File: config.mk
export PLATFORM = sky130hd
export DESIGN_NAME = parking_meter_buttons_flat
export DESIGN_NICKNAME = d
export VERILOG_FILES = /design/src/rtl/parking_meter_buttons_pkg.sv /design/src/rtl/parking_meter_buttons_if.sv /design/src/rtl/parking_meter_buttons_debounce.sv /design/src/rtl/parking_meter_buttons.sv /design/src/flat_wrapper.sv
export SDC_FILE = /design/constraint.sdc
export NUM_CORES = 1
export LEC_CHECK = 0
export CAP_MARGIN = 20
export CORE_MARGIN = 2
export CORE_UTILIZATION = 40
export CTS_CLUSTER_DIAMETER = 60
export DETAILED_ROUTE_END_ITERATION = 8
export GPL_ROUTABILITY_DRIVEN = 0
export PLACE_DENSITY = 0.62
export SLEW_MARGIN = 20
export SYNTH_ARGS = -nofsm -noshare
export SYNTH_HDL_FRONTEND = slang
export SYNTH_SLANG_ARGS = --single-unit
File: constraint.sdc
create_clock -name clk -period 2.9 [get_ports clk]
set_clock_uncertainty 0.15 [all_clocks]
set_input_delay 0.58 -clock clk [delete_from_list [all_inputs] [get_ports clk]]
set_output_delay 0.58 -clock clk [all_outputs]
set_load 0.05 [all_outputs]
File: src/rtl/parking_meter_buttons_pkg.sv
// Shared definitions for the parking meter push-button front-end:
// channel indices, arbiter state encoding and the issue-priority picker.
package parking_meter_pkg;

    localparam int NUM_BTN = 6;

    localparam int CH_ADD1 = 0;
    localparam int CH_ADD2 = 1;
    localparam int CH_ADD3 = 2;
    localparam int CH_ADD4 = 3;
    localparam int CH_RST1 = 4;
    localparam int CH_RST2 = 5;

    typedef enum logic [1:0] {
        IDLE  = 2'b00,
        ISSUE = 2'b01,
        GAP   = 2'b10
    } arb_state_t;

    // One-hot grant of the most urgent pending command: presets first, then adds.
    function automatic logic [NUM_BTN-1:0] pick_first(input logic [NUM_BTN-1:0] pend);
        logic [NUM_BTN-1:0] grant;
        grant = '0;
        if (pend[CH_RST1])      grant[CH_RST1] = 1'b1;
        else if (pend[CH_RST2]) grant[CH_RST2] = 1'b1;
        else if (pend[CH_ADD1]) grant[CH_ADD1] = 1'b1;
        else if (pend[CH_ADD2]) grant[CH_ADD2] = 1'b1;
        else if (pend[CH_ADD3]) grant[CH_ADD3] = 1'b1;
        else if (pend[CH_ADD4]) grant[CH_ADD4] = 1'b1;
        return grant;
    endfunction

endpackage

File: src/rtl/parking_meter_buttons_if.sv
// Button-side bundle: raw button levels in, command pulses and debounced levels out.
// The slave modport is the front-end itself; master is whoever presses buttons.
interface parking_meter_buttons_if;
    import parking_meter_pkg::*;

    logic [NUM_BTN-1:0] btn_in;
    logic               add1;
    logic               add2;
    logic               add3;
    logic               add4;
    logic               rst1;
    logic               rst2;
    logic [NUM_BTN-1:0] btn_level;

    modport slave (
        input  btn_in,
        output add1, add2, add3, add4, rst1, rst2, btn_level
    );

    modport master (
        output btn_in,
        input  add1, add2, add3, add4, rst1, rst2, btn_level
    );

endinterface

File: src/rtl/parking_meter_buttons_debounce.sv
// One button channel: 2-flop synchronizer, consecutive-cycle debounce counter,
// accepted level and a one-cycle strobe when the accepted level rises.
module debounce_channel #(
    parameter int DEBOUNCE_CYCLES = 1000000,
    parameter int CNT_W           = 20
) (
    input  logic clk,
    input  logic rst,
    input  logic din,
    output logic level,
    output logic rise
);

    logic [1:0]       sync;
    logic [CNT_W-1:0] cnt;

    always_ff @(posedge clk or negedge rst) begin
        if (!rst) begin
            sync  <= 2'b00;
            cnt   <= '0;
            level <= 1'b0;
            rise  <= 1'b0;
        end else begin
            sync <= {sync[0], din};
            rise <= 1'b0;
            // Any cycle agreeing with the accepted level restarts the count.
            if (sync[1] == level) begin
                cnt <= '0;
            end else if (cnt == CNT_W'(DEBOUNCE_CYCLES - 1)) begin
                level <= sync[1];
                cnt   <= '0;
                rise  <= sync[1];
            end else begin
                cnt <= cnt + 1'b1;
            end
        end
    end

endmodule

File: src/rtl/parking_meter_buttons.sv
// Parking meter button front-end: six debounced channels feeding a pending/arbiter
// stage that issues one registered command pulse at a time. AUTO_REPEAT_EN adds hold-to-repeat.
//
// state | meaning
// IDLE  | nothing pending, all pulses low
// ISSUE | exactly one command pulse is high this cycle
// GAP   | all pulses low for one cycle; chains straight to ISSUE if work is pending
module parking_meter_buttons
    import parking_meter_pkg::*;
#(
    parameter int DEBOUNCE_CYCLES = 1000000,
    parameter int CNT_W           = 20,
    parameter int REPEAT_DELAY    = 50000000,
    parameter int REPEAT_RATE     = 20000000
) (
    input  logic                    clk,
    input  logic                    rst,
    parking_meter_buttons_if.slave  bus
);

    if (DEBOUNCE_CYCLES < 2 || (64'd1 << CNT_W) <= 64'(DEBOUNCE_CYCLES)) begin : g_bad_debounce
        $error("parking_meter_buttons: DEBOUNCE_CYCLES must be >= 2 and below 2**CNT_W");
    end
    if (REPEAT_DELAY < 1 || REPEAT_RATE < 1) begin : g_bad_repeat
        $error("parking_meter_buttons: REPEAT_DELAY and REPEAT_RATE must be >= 1");
    end

    logic [NUM_BTN-1:0] level;
    logic [NUM_BTN-1:0] rise;
    logic [NUM_BTN-1:0] rep_set;
    logic [NUM_BTN-1:0] pending;
    logic [NUM_BTN-1:0] pending_nxt;
    logic [NUM_BTN-1:0] clr;
    logic [NUM_BTN-1:0] pulse;
    logic [NUM_BTN-1:0] pulse_nxt;
    arb_state_t         state;
    arb_state_t         state_nxt;

    for (genvar i = 0; i < NUM_BTN; i++) begin : g_chan
        debounce_channel #(
            .DEBOUNCE_CYCLES (DEBOUNCE_CYCLES),
            .CNT_W           (CNT_W)
        ) u_deb (
            .clk   (clk),
            .rst   (rst),
            .din   (bus.btn_in[i]),
            .level (level[i]),
            .rise  (rise[i])
        );
    end

`ifdef AUTO_REPEAT_EN
    localparam int REP_MAX = (REPEAT_DELAY > REPEAT_RATE) ? REPEAT_DELAY : REPEAT_RATE;
    localparam int REP_W   = $clog2(REP_MAX + 1);

    logic [REP_W-1:0] rep_cnt;
    logic             trk_vld;
    logic [1:0]       trk_idx;
    logic [1:0]       held_idx;
    logic             held_any;

    // Repeat timer follows the lowest-index add button currently held.
    always_comb begin
        held_any = |level[CH_ADD4:CH_ADD1];
        held_idx = 2'd0;
        for (int i = CH_ADD4; i >= CH_ADD1; i--) begin
            if (level[i]) held_idx = 2'(i);
        end
    end

    always_comb begin
        rep_set = '0;
        if (trk_vld && held_any && trk_idx == held_idx && rep_cnt == '0)
            rep_set[trk_idx] = 1'b1;
    end

    always_ff @(posedge clk or negedge rst) begin
        if (!rst) begin
            trk_vld <= 1'b0;
            trk_idx <= 2'd0;
            rep_cnt <= '0;
        end else if (!held_any) begin
            trk_vld <= 1'b0;
        end else if (!trk_vld || trk_idx != held_idx) begin
            trk_vld <= 1'b1;
            trk_idx <= held_idx;
            rep_cnt <= REP_W'(REPEAT_DELAY - 1);
        end else if (rep_cnt == '0) begin
            rep_cnt <= REP_W'(REPEAT_RATE - 1);
        end else begin
            rep_cnt <= rep_cnt - 1'b1;
        end
    end
`else
    assign rep_set = '0;
`endif

    // A press landing on an already-pending channel simply merges into it.
    assign pending_nxt = (pending & ~clr) | rise | rep_set;

    always_comb begin
        state_nxt = state;
        pulse_nxt = '0;
        clr       = '0;
        case (state)
            IDLE, GAP: begin
                if (|pending) begin
                    state_nxt = ISSUE;
                    pulse_nxt = pick_first(pending);
                    clr       = pulse_nxt;
                end else begin
                    state_nxt = IDLE;
                end
            end
            ISSUE:   state_nxt = GAP;
            default: state_nxt = IDLE;
        endcase
    end

    always_ff @(posedge clk or negedge rst) begin
        if (!rst) begin
            state   <= IDLE;
            pulse   <= '0;
            pending <= '0;
        end else begin
            state   <= state_nxt;
            pulse   <= pulse_nxt;
            pending <= pending_nxt;
        end
    end

    assign bus.add1      = pulse[CH_ADD1];
    assign bus.add2      = pulse[CH_ADD2];
    assign bus.add3      = pulse[CH_ADD3];
    assign bus.add4      = pulse[CH_ADD4];
    assign bus.rst1      = pulse[CH_RST1];
    assign bus.rst2      = pulse[CH_RST2];
    assign bus.btn_level = level;

endmodule
File: src/flat_wrapper.sv
// flat-port wrapper written by rule: the top's interface ports become plain ports
module parking_meter_buttons_flat import parking_meter_pkg::*;
#(
    parameter int DEBOUNCE_CYCLES = 1000000,
    parameter int CNT_W           = 20,
    parameter int REPEAT_DELAY    = 50000000,
    parameter int REPEAT_RATE     = 20000000
)
  (clk, rst, bus_btn_in, bus_add1, bus_add2, bus_add3, bus_add4, bus_rst1, bus_rst2, bus_btn_level);
  parking_meter_buttons_if bus_i ();
  input  logic clk;
  input  logic rst;
  input wire logic [$bits(bus_i.btn_in)-1:0] bus_btn_in;
  output wire logic [$bits(bus_i.add1)-1:0] bus_add1;
  output wire logic [$bits(bus_i.add2)-1:0] bus_add2;
  output wire logic [$bits(bus_i.add3)-1:0] bus_add3;
  output wire logic [$bits(bus_i.add4)-1:0] bus_add4;
  output wire logic [$bits(bus_i.rst1)-1:0] bus_rst1;
  output wire logic [$bits(bus_i.rst2)-1:0] bus_rst2;
  output wire logic [$bits(bus_i.btn_level)-1:0] bus_btn_level;
  assign bus_i.btn_in = bus_btn_in;
  assign bus_add1 = bus_i.add1;
  assign bus_add2 = bus_i.add2;
  assign bus_add3 = bus_i.add3;
  assign bus_add4 = bus_i.add4;
  assign bus_rst1 = bus_i.rst1;
  assign bus_rst2 = bus_i.rst2;
  assign bus_btn_level = bus_i.btn_level;
  parking_meter_buttons #(.DEBOUNCE_CYCLES(DEBOUNCE_CYCLES), .CNT_W(CNT_W), .REPEAT_DELAY(REPEAT_DELAY), .REPEAT_RATE(REPEAT_RATE)) u_core (.clk(clk), .rst(rst), .bus(bus_i));
endmodule
==> metrics.txt, run 1 <==
via count of the first global-routing pass=around 5000; post-synthesis async set-or-reset flop share=100.0%; area growth from synthesis to final layout=15.68%; sequential share of the synthesized area=54.21%; endpoints failing hold=0; via-per-instance ratio=between 5 and 6; total clock buffers created by CTS=17; result of the run=completed; port bufs=19; sequential group share of total power=48.3%; Die W=approximately 140 um; cell family with most CP delay=buffers and inverters; number of inserted diodes=0; Residual DRC=0; commonest cells in the synthesized netlist=sky130_fd_sc_hd__dfrtp_1 (157), sky130_fd_sc_hd__nor2_1 (114), sky130_fd_sc_hd__xnor2_1 (56); die height=between 100 and 150 um; Power Dens Cells=approximately 550 mW/mm2; Setup crit start=u_core.g_chan[2].u_deb.level; cell at the root of the clock tree=sky130_fd_sc_hd__clkbuf_16; type of element capturing the critical path=output port; via count of the routed design=5208; Synth area leaders=sky130_fd_sc_hd__dfrtp_1 (54%), sky130_fd_sc_hd__xnor2_1 (6.8%), sky130_fd_sc_hd__nor2_1 (5.9%); Max transition margin=a little under three fifths; worst-margin pin slew=approximately 0.66 ns; count of cell types in the netlist=39; Core Region=roughly 0.018 mm2; Warnings, synthesis=0; number of antenna violations at the first check in global routing=0; overall routing resource usage=between 10% and 20%; share of the synthesized area in the top cell type=54.21%; list of cells traversed by the critical path=clkdlybuf4s50_1; maximum buffer depth of the clock tree=2; Detailed Routing Iterations Pass 1=5; reg-to-reg startpoint=u_core.g_chan[3].u_deb.cnt[0]; delay of the slowest critical-path stage=0.83 ns; Worst Path Required=about 2.2 ns; Max Clock Freq=about 0.42 GHz; standard-cell rows=slightly below 50; average instance area after synthesis=approximately 10 um2; unrepaired setup endpoints after global routing=no; clock sink total=about 160; number of enable flip-flop cells after synthesis=0; post-CTS clock slew at the launch and capture registers of the worst setup and hold paths=roughly 0.060 ns; PostCTS Resize Cnt=0; overall die area=between 0.015 and 0.02 mm2; Routed wire per std cell=13.11 um; Netlist Area Pre-Place=0.007247 mm2; share of final-layout standard cells stronger than drive strength 1=under 10%; worst-skew pair later-pin latency=about 0.42 ns; Slowest cell on crit path=sky130_fd_sc_hd__clkdlybuf4s50_1; clock power share=between 40% and 50%; Final Critical Period=~2.4 ns; Net Count, Synth=732; library cell with the largest summed area after synthesis=sky130_fd_sc_hd__dfrtp_1; predominant post-synthesis flop cell=sky130_fd_sc_hd__dfrtp_1; hold buffers post-CTS=1; total placed instance area=around 0.0078 mm2; # setup viols final=0; type of origin of the critical path=flop; total of flip-flops plus latches after synthesis=157; violation count after the first detailed-route iteration=roughly 370; Min-Delay Path Class=flop to flop; io pins=20; sum of overflow across all layers after global routing=0; startpoint of the tightest hold check path=u_core.g_chan[4].u_deb.sync[0]; critical path fanouts, max=4; Final Net Count=about 760; Leakage=3.452 nW; Maximum Capacitance Violations=0; Peak VDD IR=about 0.50 mV; final slew viol count=0; startpoint-to-endpoint class of the critical path=flop to output port; first-pass GRT wire length=~23000 um; Setup TNS Final=0 ns; H-Tree Level Count=4; clock tree from TritonCTS=built; post-CTS setup buffers=0; buffers plus inverters on the worst setup path=1; post-synthesis cell count=roughly 700; net load switching power=0.9795 mW; data arrival time of the critical path=approximately 1.7 ns; Post-Layout Inst Area=roughly 0.0084 mm2; switch share=a little over a fifth; combinational share of power=between 2 and 3%; total wire length after detailed routing=between 10000 and 15000 um; Filler cells=around 1600; top-count cell post-synth=sky130_fd_sc_hd__dfrtp_1; detailed placer's ending HPWL=approximately 9000 um; Antenna Nets Post-Route=0; final cycle utilization of the critical path=around 83%; Pint=between 3 and 4 mW; pin count of the biggest net entering global routing=60; starting density of the core=between 40% and 50%
[power by group through the flow]
stage / clock [mW] / sequential, mW / combinational [mW]
final: 2.27 / 2.24 / 0.137
after detailed placement: 0 / 2.28 / 0.141
after CTS: 2.33 / 2.24 / 0.143
after global routing: 2.45 / 2.25 / 0.162
after floorplan: 0 / 2.28 / 0.0584
after global placement: 0 / 2.28 / 0.137
[final cells by class]
cell class	instances	area, um2	share of cell area (%)
multi-input combinational	515	3129	37.33
clock inverter	13	163.9	1.955
sequential	157	3929	46.87
inverter	24	90.09	1.075
timing repair buffer	34	331.6	3.955
clock buffer	19	452.9	5.403
tap	229	286.5	3.418
[state kept, by name, summed over array words and instances (netlist names)]
signal	cells
u_core.g_chan.u_deb.cnt	120
u_core.g_chan.u_deb.sync	12
u_core.g_chan.u_deb.level	6
u_core.g_chan.u_deb.rise	6
u_core.pending	6
u_core.pulse	6
u_core.state	1
[layer usage]
metal / track usage (%) / routed length [um] / vias to the layer above
met4: 3.437 / 8 / 0
met5: 0 / 0 / -
li1: - / - / 2576
met2: 23.06 / 6276 / 94
met1: 19.38 / 6264 / 2536
met3: 4.558 / 440 / 2
[through the flow]
step / utilization, % / power [mW] / std cells / setup WS, ns / hold slack [ns]
floorplan: - / 2.336 / 718 / 0.7741 / 0.1344
global placement: 43.47 / 2.417 / 958 / 0.6963 / 0.1838
detailed placement: 43.47 / 2.424 / 958 / 0.6913 / 0.1847
CTS: 46.99 / 4.721 / 991 / 0.4654 / 0.1994
global route: 46.99 / 4.853 / 991 / 0.4248 / 0.2081
finish: 46.99 / 4.648 / 991 / 0.5022 / 0.1984
[layout by cell type, fill, tap and decap left out, drive strengths merged, types with 3 or more instances in the layout]
cell type        n
clkinv           7
mux2             6
a21o             3
nand3           41
and3            19
clkdlybuf4s50   18
ha               6
clkbuf          19
xor2            30
inv             25
a21oi           27
or4             17
nor3            19
o31ai           15
nor4b            4
xnor2           56
or3             17
and3b            5
buf             15
nand2           35
or4b             4
dfrtp          157
o21ai           21
nor4            23
nor2b            3
and2             4
nand4           31
nor2           114
bufinv           3
nand2b           5
[final timing paths]
path / cells after the start / to / slack (ns)
max in group asynchronous: 3 / u_core.pending[3] / 1.44
max reg2reg: 5 / u_core.g_chan[3].u_deb.cnt[18] / 0.67
min in group asynchronous: 2 / u_core.g_chan[1].u_deb.sync[0] / 0.51
min: 0 / u_core.g_chan[4].u_deb.sync[1] / 0.20
max: 1 / bus_btn_level[2] / 0.50
min reg2reg: 0 / u_core.g_chan[4].u_deb.sync[1] / 0.20
[logic make-up (layout without fill, tap and decap cells)]
family | count (synthesis) | after routing | share of synthesized area, %
xor+xnor | 86 | 86 | 10.39
fa+ha+maj | 6 | 6 | 1.036
simple gates | 348 | 348 | 25.03
flops | 157 | 157 | 54.21
compound gates | 67 | 67 | 5.300
buf+inv | 46 | 90 | 2.814
mux | 8 | 8 | 1.209
No activity file was read; power rests on OpenSTA's default activity.
==> inputs of run 2 (changes only) <==
--- a/config.mk
+++ b/config.mk
@@ -11,7 +11,7 @@
 export CTS_CLUSTER_DIAMETER = 60
 export DETAILED_ROUTE_END_ITERATION = 8
 export GPL_ROUTABILITY_DRIVEN = 0
-export PLACE_DENSITY = 0.62
+export PLACE_DENSITY = 0.64
 export SLEW_MARGIN = 20
 export SYNTH_ARGS = -nofsm -noshare
 export SYNTH_HDL_FRONTEND = slang
==> constraint.sdc (replaced) <==
create_clock -name clk -period 1.9 [get_ports clk]
set_clock_uncertainty 0.15 [all_clocks]
set_input_delay 0.38 -clock clk [delete_from_list [all_inputs] [get_ports clk]]
set_output_delay 0.38 -clock clk [all_outputs]
set_load 0.05 [all_outputs]
==> run 2 against run 1 <==
  * The run now ends with negative setup slack left
  * Via count up 7.2%
  * Core utilization rose by 6.4 points
  * Cell count up 11%
  * Critical path depth grew 4
  * Sequential cell count did not move
  * Worst setup slack worse by 0.75 ns
  * Non-clock buffer count up 109
  * Design area rose by 14%
  * Total power is 56% higher
  * Sequential power rose by 53%
  * Highest routed layer unchanged
==> metrics.txt, run 2 (synthesis results as in run 1) <==
result of the run=finished with violations; violations in the final reports=negative setup slack; endpoints failing hold=0; Core Region=roughly 0.018 mm2; pin count of the biggest net entering global routing=46; worst-margin pin slew=between 0.4 and 0.5 ns; Peak VDD IR=about 0.64 mV; commonest non-fill, non-tap cell in the layout=sky130_fd_sc_hd__dfrtp_1; Max Clock Freq=roughly 0.47 GHz; area growth from synthesis to final layout=31.47%; maximum buffer depth of the clock tree=2; via count of the routed design=about 5600; list of cells traversed by the critical path=or4b_1 > or4_4 > o21ai_4 > buf_6 > nor2_1; type of origin of the critical path=flop; placed cell count=1054; commonest non-fill, non-tap cells in the layout=sky130_fd_sc_hd__dfrtp_1 (157), sky130_fd_sc_hd__buf_4 (123), sky130_fd_sc_hd__nor2_1 (99); Power Dens Cells=between 700 and 800 mW/mm2; io pins=20; type of element capturing the critical path=flop; data arrival time of the critical path=around 2.3 ns; Worst Path Required=between 2 and 2.5 ns; Maximum Capacitance Violations=0; number of inserted diodes=0; via count of the first global-routing pass=5427; total power consumption of the routed design=just over 7 mW; violation count after the first detailed-route iteration=approximately 250; post-CTS clock slew at the launch and capture registers of the worst setup and hold paths=~0.06 ns; final cycle utilization of the critical path=112.8%; port bufs=19; # setup viols final=39; critical path fanouts, max=9; Slowest cell on crit path=sky130_fd_sc_hd__or4_4; cell family with most CP delay=simple AND/OR/NAND/NOR gates; sum of overflow across all layers after global routing=0; Largest register FFs=120; delay of the slowest critical-path stage=roughly 0.57 ns; detailed placer's ending HPWL=slightly above 10000 um; overall die area=0.01921 mm2; first-pass GRT wire length=25430 um; Place WS=-0.3020 ns; Max transition margin=about two thirds; Post-Layout Inst Area=0.009528 mm2; startpoint-to-endpoint class of the critical path=flop to flop; Min-Delay Path Class=flop to flop; Setup TNS Final=-5.382 ns; Final Critical Period=about 2.1 ns; H-Tree Level Count=4; overall routing resource usage=between 15 and 20%; via-per-instance ratio=about 5.1; total placed instance area=roughly 0.0085 mm2; total wire length after detailed routing=~15000 um; Die W=between 100 and 150 um; share of final-layout standard cells stronger than drive strength 1=a little over a quarter; largest register by flop count=u_core.g_chan.u_deb.cnt; Routed wire per std cell=approximately 14 um; largest registers ranked by flip-flop count=u_core.g_chan.u_deb.cnt (120), u_core.g_chan.u_deb.sync (12); Final Net Count=roughly 870; crit path setup slack, layout=-0.2430 ns; worst-skew pair later-pin latency=~0.42 ns; post-route insts no fill=1099; Leakage=~4 nW; Detailed Routing Iterations Pass 1=6; unrepaired setup endpoints after global routing=yes; standard-cell rows=49; clock tree from TritonCTS=built; Antenna Nets Post-Route=0; final slew viol count=0; cell at the root of the clock tree=sky130_fd_sc_hd__clkbuf_16; Residual DRC=0; buffers plus inverters on the worst setup path=1; total clock buffers created by CTS=17; die height=between 100 and 150 um; clock sink total=about 160; number of antenna violations at the first check in global routing=0; starting density of the core=40.62%
## run 2: cell types whose count changed in the layout (fill, tap and decap cells not counted), moves of 7 or more
cell,before,now
sky130_fd_sc_hd__a21oi_1,27,18
sky130_fd_sc_hd__a21oi_2,0,9
sky130_fd_sc_hd__buf_4,12,123
sky130_fd_sc_hd__buf_6,1,10
sky130_fd_sc_hd__clkdlybuf4s50_1,18,6
sky130_fd_sc_hd__nor2_1,114,99
sky130_fd_sc_hd__nor2_2,0,8
sky130_fd_sc_hd__nor2_4,0,7
## run 2: worst paths after layout
check	from	to	slack (ns)	cells past startpoint
setup / recovery	u_core.g_chan[2].u_deb.cnt[7]	u_core.g_chan[2].u_deb.cnt[12]	-0.24	5
hold / removal	u_core.g_chan[4].u_deb.sync[0]	u_core.g_chan[4].u_deb.sync[1]	0.20	0
setup reg to reg	u_core.g_chan[2].u_deb.cnt[7]	u_core.g_chan[2].u_deb.cnt[12]	-0.24	5
hold reg to reg	u_core.g_chan[4].u_deb.sync[0]	u_core.g_chan[4].u_deb.sync[1]	0.20	0
max in group asynchronous	rst	u_core.g_chan[1].u_deb.cnt[14]	0.64	3
min in group asynchronous	rst	u_core.g_chan[0].u_deb.cnt[8]	0.31	2
## run 2: per-layer routing
metal  global-route usage, %  part of all wire [%]  vias up
met4                   4.887                   1.0        0
met2                   25.77                    48       45
met1                   21.76                    49     2722
li1                        -                     -     2801
met3                   4.006                   2.5       13
met5                       0                     0        -
## run 2: report_power, final
part	switching, mW	internal (mW)	total [mW]	leakage, nW
logic	0.168	0.121	0.289	1.64
clock network	1.33	2.20	3.53	0.303
registers	0.0334	3.39	3.42	2.15
total	1.53	5.71	7.24	4.09
## run 2: final cells by class
class                      count  area [um2]
fill                        1577        8313
inverter                      24       90.09
timing repair buffer         143        1166
clock inverter                 9       133.9
tap                          229       286.5
sequential                   157        3929
clock buffer                  22       484.2
multi-input combinational    515        3438
## run 2: through the flow
stage / utilization (%) / hold slack [ns]
3_5_place_dp: 47.69 / 0.1863
3_3_place_gp: 47.69 / 0.1823
2_1_floorplan: - / -0.06559
5_1_grt: 53.40 / 0.2138
6_report: 53.40 / 0.1998
4_1_cts: 51.88 / 0.2031
## run 2: worst reg2reg max path: cells and delay by family (launching register included)
kind	cells	cell delay, ns
compound gates	1	0.19
buf+inv	1	0.16
flops	1	0.37
simple gates	3	1.16
## run 2: repair_timing
item | 4_1_cts | 5_1_grt
endpoints found under the hold margin | 38 | 0
pin swaps | 8 | 28
cloned | 1 | 0
buffers inserted | 2 | 10
setup endpoints to repair | 78 | 84
hold buffers | 1 | 0
resized for setup | 21 | 50
==> inputs of run 3 (changes only) <==
--- a/config.mk
+++ b/config.mk
@@ -8,10 +8,11 @@
 export CAP_MARGIN = 20
 export CORE_MARGIN = 2
 export CORE_UTILIZATION = 40
-export CTS_CLUSTER_DIAMETER = 60
+export CTS_BUF_LIST = sky130_fd_sc_hd__clkbuf_8
+export CTS_CLUSTER_DIAMETER = 120
 export DETAILED_ROUTE_END_ITERATION = 8
 export GPL_ROUTABILITY_DRIVEN = 0
-export PLACE_DENSITY = 0.64
+export PLACE_DENSITY = 0.69
 export SLEW_MARGIN = 20
 export SYNTH_ARGS = -nofsm -noshare
 export SYNTH_HDL_FRONTEND = slang
==> run 3 against run 2 <==
  * The flow still finishes with violations (negative setup slack)
  * Non-clock buffer count rose by 1
  * Core utilization fell by 0.73 points
  * Sequential power barely moved
  * Worst setup slack improved by 0.0032 ns
  * Critical endpoint is now u_core.g_chan[2].u_deb.level
  * Highest routed layer unchanged
==> metrics.txt, run 3 (synthesis results as in run 1) <==
result of the run=finished with violations; violations in the final reports=negative setup slack; Antenna Nets Post-Route=0; post-CTS clock slew at the launch and capture registers of the worst setup and hold paths=approximately 0.08 ns; commonest non-fill, non-tap cell in the layout=sky130_fd_sc_hd__dfrtp_1; Final Net Count=a little under 900; Largest register FFs=between 100 and 150; Most Crowded Layer GR=met2; standard-cell rows=49; Min-Delay Path Class=flop to flop; # setup viols final=44; clock tree from TritonCTS=built; Die W=138.6 um; endpoints failing hold=0; number of inserted diodes=0; Core Region=between 0.015 and 0.02 mm2; H-Tree Level Count=4; via count of the routed design=5690; die height=between 100 and 150 um; Hold Crit Depth=0; port bufs=19; worst reg2reg setup slack=-0.24 ns; total clock buffers created by CTS=17; Detailed Routing Iterations Pass 1=4; detailed placer's ending HPWL=10120 um; worst-margin pin slew=roughly 0.44 ns; type of origin of the critical path=flop; largest register by flop count=u_core.g_chan.u_deb.cnt; starting density of the core=between 40 and 50%; violation count after the first detailed-route iteration=roughly 250; global routing met2 resource utilization=a little over a quarter; Filler cells=between 1500 and 2000; final slew viol count=0; worst-skew pair later-pin latency=0.45 ns; share of final-layout standard cells stronger than drive strength 1=28.90%; data arrival time of the critical path=between 2 and 2.5 ns; total placed instance area=around 0.0085 mm2; pin count of the biggest net entering global routing=between 50 and 60; Sequential Area=just under 0.004 mm2; largest registers ranked by flip-flop count=u_core.g_chan.u_deb.cnt (120), u_core.g_chan.u_deb.sync (12); Maximum Capacitance Violations=0; Residual DRC=0; Max transition margin=70.76%; Routed wire per std cell=roughly 14 um; io pins=20; startpoint-to-endpoint class of the critical path=flop to flop; R2R cell count=4; multi-input combinational cell area=0.003498 mm2; area growth from synthesis to final layout=29.68%; delay of the slowest critical-path stage=around 0.57 ns; maximum buffer depth of the clock tree=2; met3 GRT Util=under 10%; cell at the root of the clock tree=sky130_fd_sc_hd__clkbuf_8; critical path fanouts, max=2; crit path setup slack, layout=-0.2398 ns; unrepaired setup endpoints after global routing=yes; Slowest cell on crit path=sky130_fd_sc_hd__or4_4; Post-Layout Inst Area=around 0.0094 mm2; first-pass GRT wire length=between 20000 and 30000 um; Max Clock Freq=~0.47 GHz; list of cells traversed by the critical path=or4b_1 > or4_4 > nor2_4 > mux2_4; fraction of the core area covered by cells at the end of the flow=a little over half; total wire length after detailed routing=~15000 um; final cycle utilization of the critical path=112.6%; number of antenna violations at the first check in global routing=0; overall routing resource usage=16.24%; Final Critical Period=2.140 ns; via count of the first global-routing pass=around 5500; global-route met1 utilization=21.27%; Worst Path Required=about 2.1 ns; sum of overflow across all layers after global routing=0; clock sink total=between 150 and 200; via-per-instance ratio=between 5 and 6; Leakage=roughly 4 nW; Peak VDD IR=about 0.71 mV; type of element capturing the critical path=flop; Power Dens Cells=668.4 mW/mm2; overall die area=0.01921 mm2; commonest non-fill, non-tap cells in the layout=sky130_fd_sc_hd__dfrtp_1 (154), sky130_fd_sc_hd__buf_4 (123), sky130_fd_sc_hd__nor2_1 (92)
## run 3: cell count changes in the layout (fill, tap and decap cells not counted), sizes merged
cell / before / now
buf: 136 / 137
clkinvlp: 1 / 2
clkbuf: 22 / 19
inv: 25 / 28
## run 3: final cells by class
| class | instances | share of cell area [%] |
|---|---|---|
| clock buffer | 19 | 2.783 |
| clock inverter | 13 | 1.611 |
| inverter | 24 | 0.9586 |
| multi-input combinational | 515 | 37.23 |
| sequential | 157 | 41.85 |
| tap | 229 | 3.049 |
| timing repair buffer | 144 | 12.53 |
## run 3: critical path, delay by kind of cell, from the launching register on
| kind | cells | cell delay (ns) |
|---|---|---|
| simple gates | 3 | 1.19 |
| mux | 1 | 0.30 |
| flops | 1 | 0.38 |
## run 3: routing by layer
layer,vias up,wire length [um],share of wire (%)
met3,17,502,3.3
li1,2803,-,-
met5,-,0,0
met2,82,7293,48
met4,0,161,1.1
met1,2788,7220,48
## run 3: per-stage QoR
| stage | setup TNS, ns | power [mW] | hold WS [ns] | setup slack, ns | cells |
|---|---|---|---|---|---|
| finish | -5.161 | 6.281 | 0.2057 | -0.2398 | 1101 |
| global route | -9.027 | 6.577 | 0.1735 | -0.3141 | 1101 |
| CTS | -4.690 | 6.345 | 0.1746 | -0.2378 | 1087 |
| detailed placement | -7.407 | 3.735 | 0.1518 | -0.2685 | 1048 |
| global placement | -5.943 | 3.731 | 0.1523 | -0.2426 | 1048 |
| floorplan | -4.181 | 3.572 | -0.06559 | -0.2126 | 718 |
## run 3: final timing paths
kind | end | start
max | u_core.g_chan[2].u_deb.level | u_core.g_chan[2].u_deb.cnt[8]
min | u_core.g_chan[0].u_deb.sync[1] | u_core.g_chan[0].u_deb.sync[0]
max reg2reg | u_core.g_chan[2].u_deb.level | u_core.g_chan[2].u_deb.cnt[8]
min reg2reg | u_core.g_chan[0].u_deb.sync[1] | u_core.g_chan[0].u_deb.sync[0]
max in group asynchronous | u_core.g_chan[0].u_deb.cnt[11] | rst
min in group asynchronous | u_core.g_chan[5].u_deb.cnt[12] | rst
## run 3: where the power goes
group / internal [mW] / switching (mW) / total [mW]
Combinational: 0.132 / 0.175 / 0.307
Clock: 1.35 / 1.20 / 2.55
Sequential: 3.38 / 0.0381 / 3.42
## run 3: timing repair
action	in CTS	in global routing
cloned	4	2
hold buffers	1	0
pin swaps	14	34
setup buffers	2	12
resized for setup	27	70
endpoints found under the hold margin	64	0
setup endpoints to repair	74	91
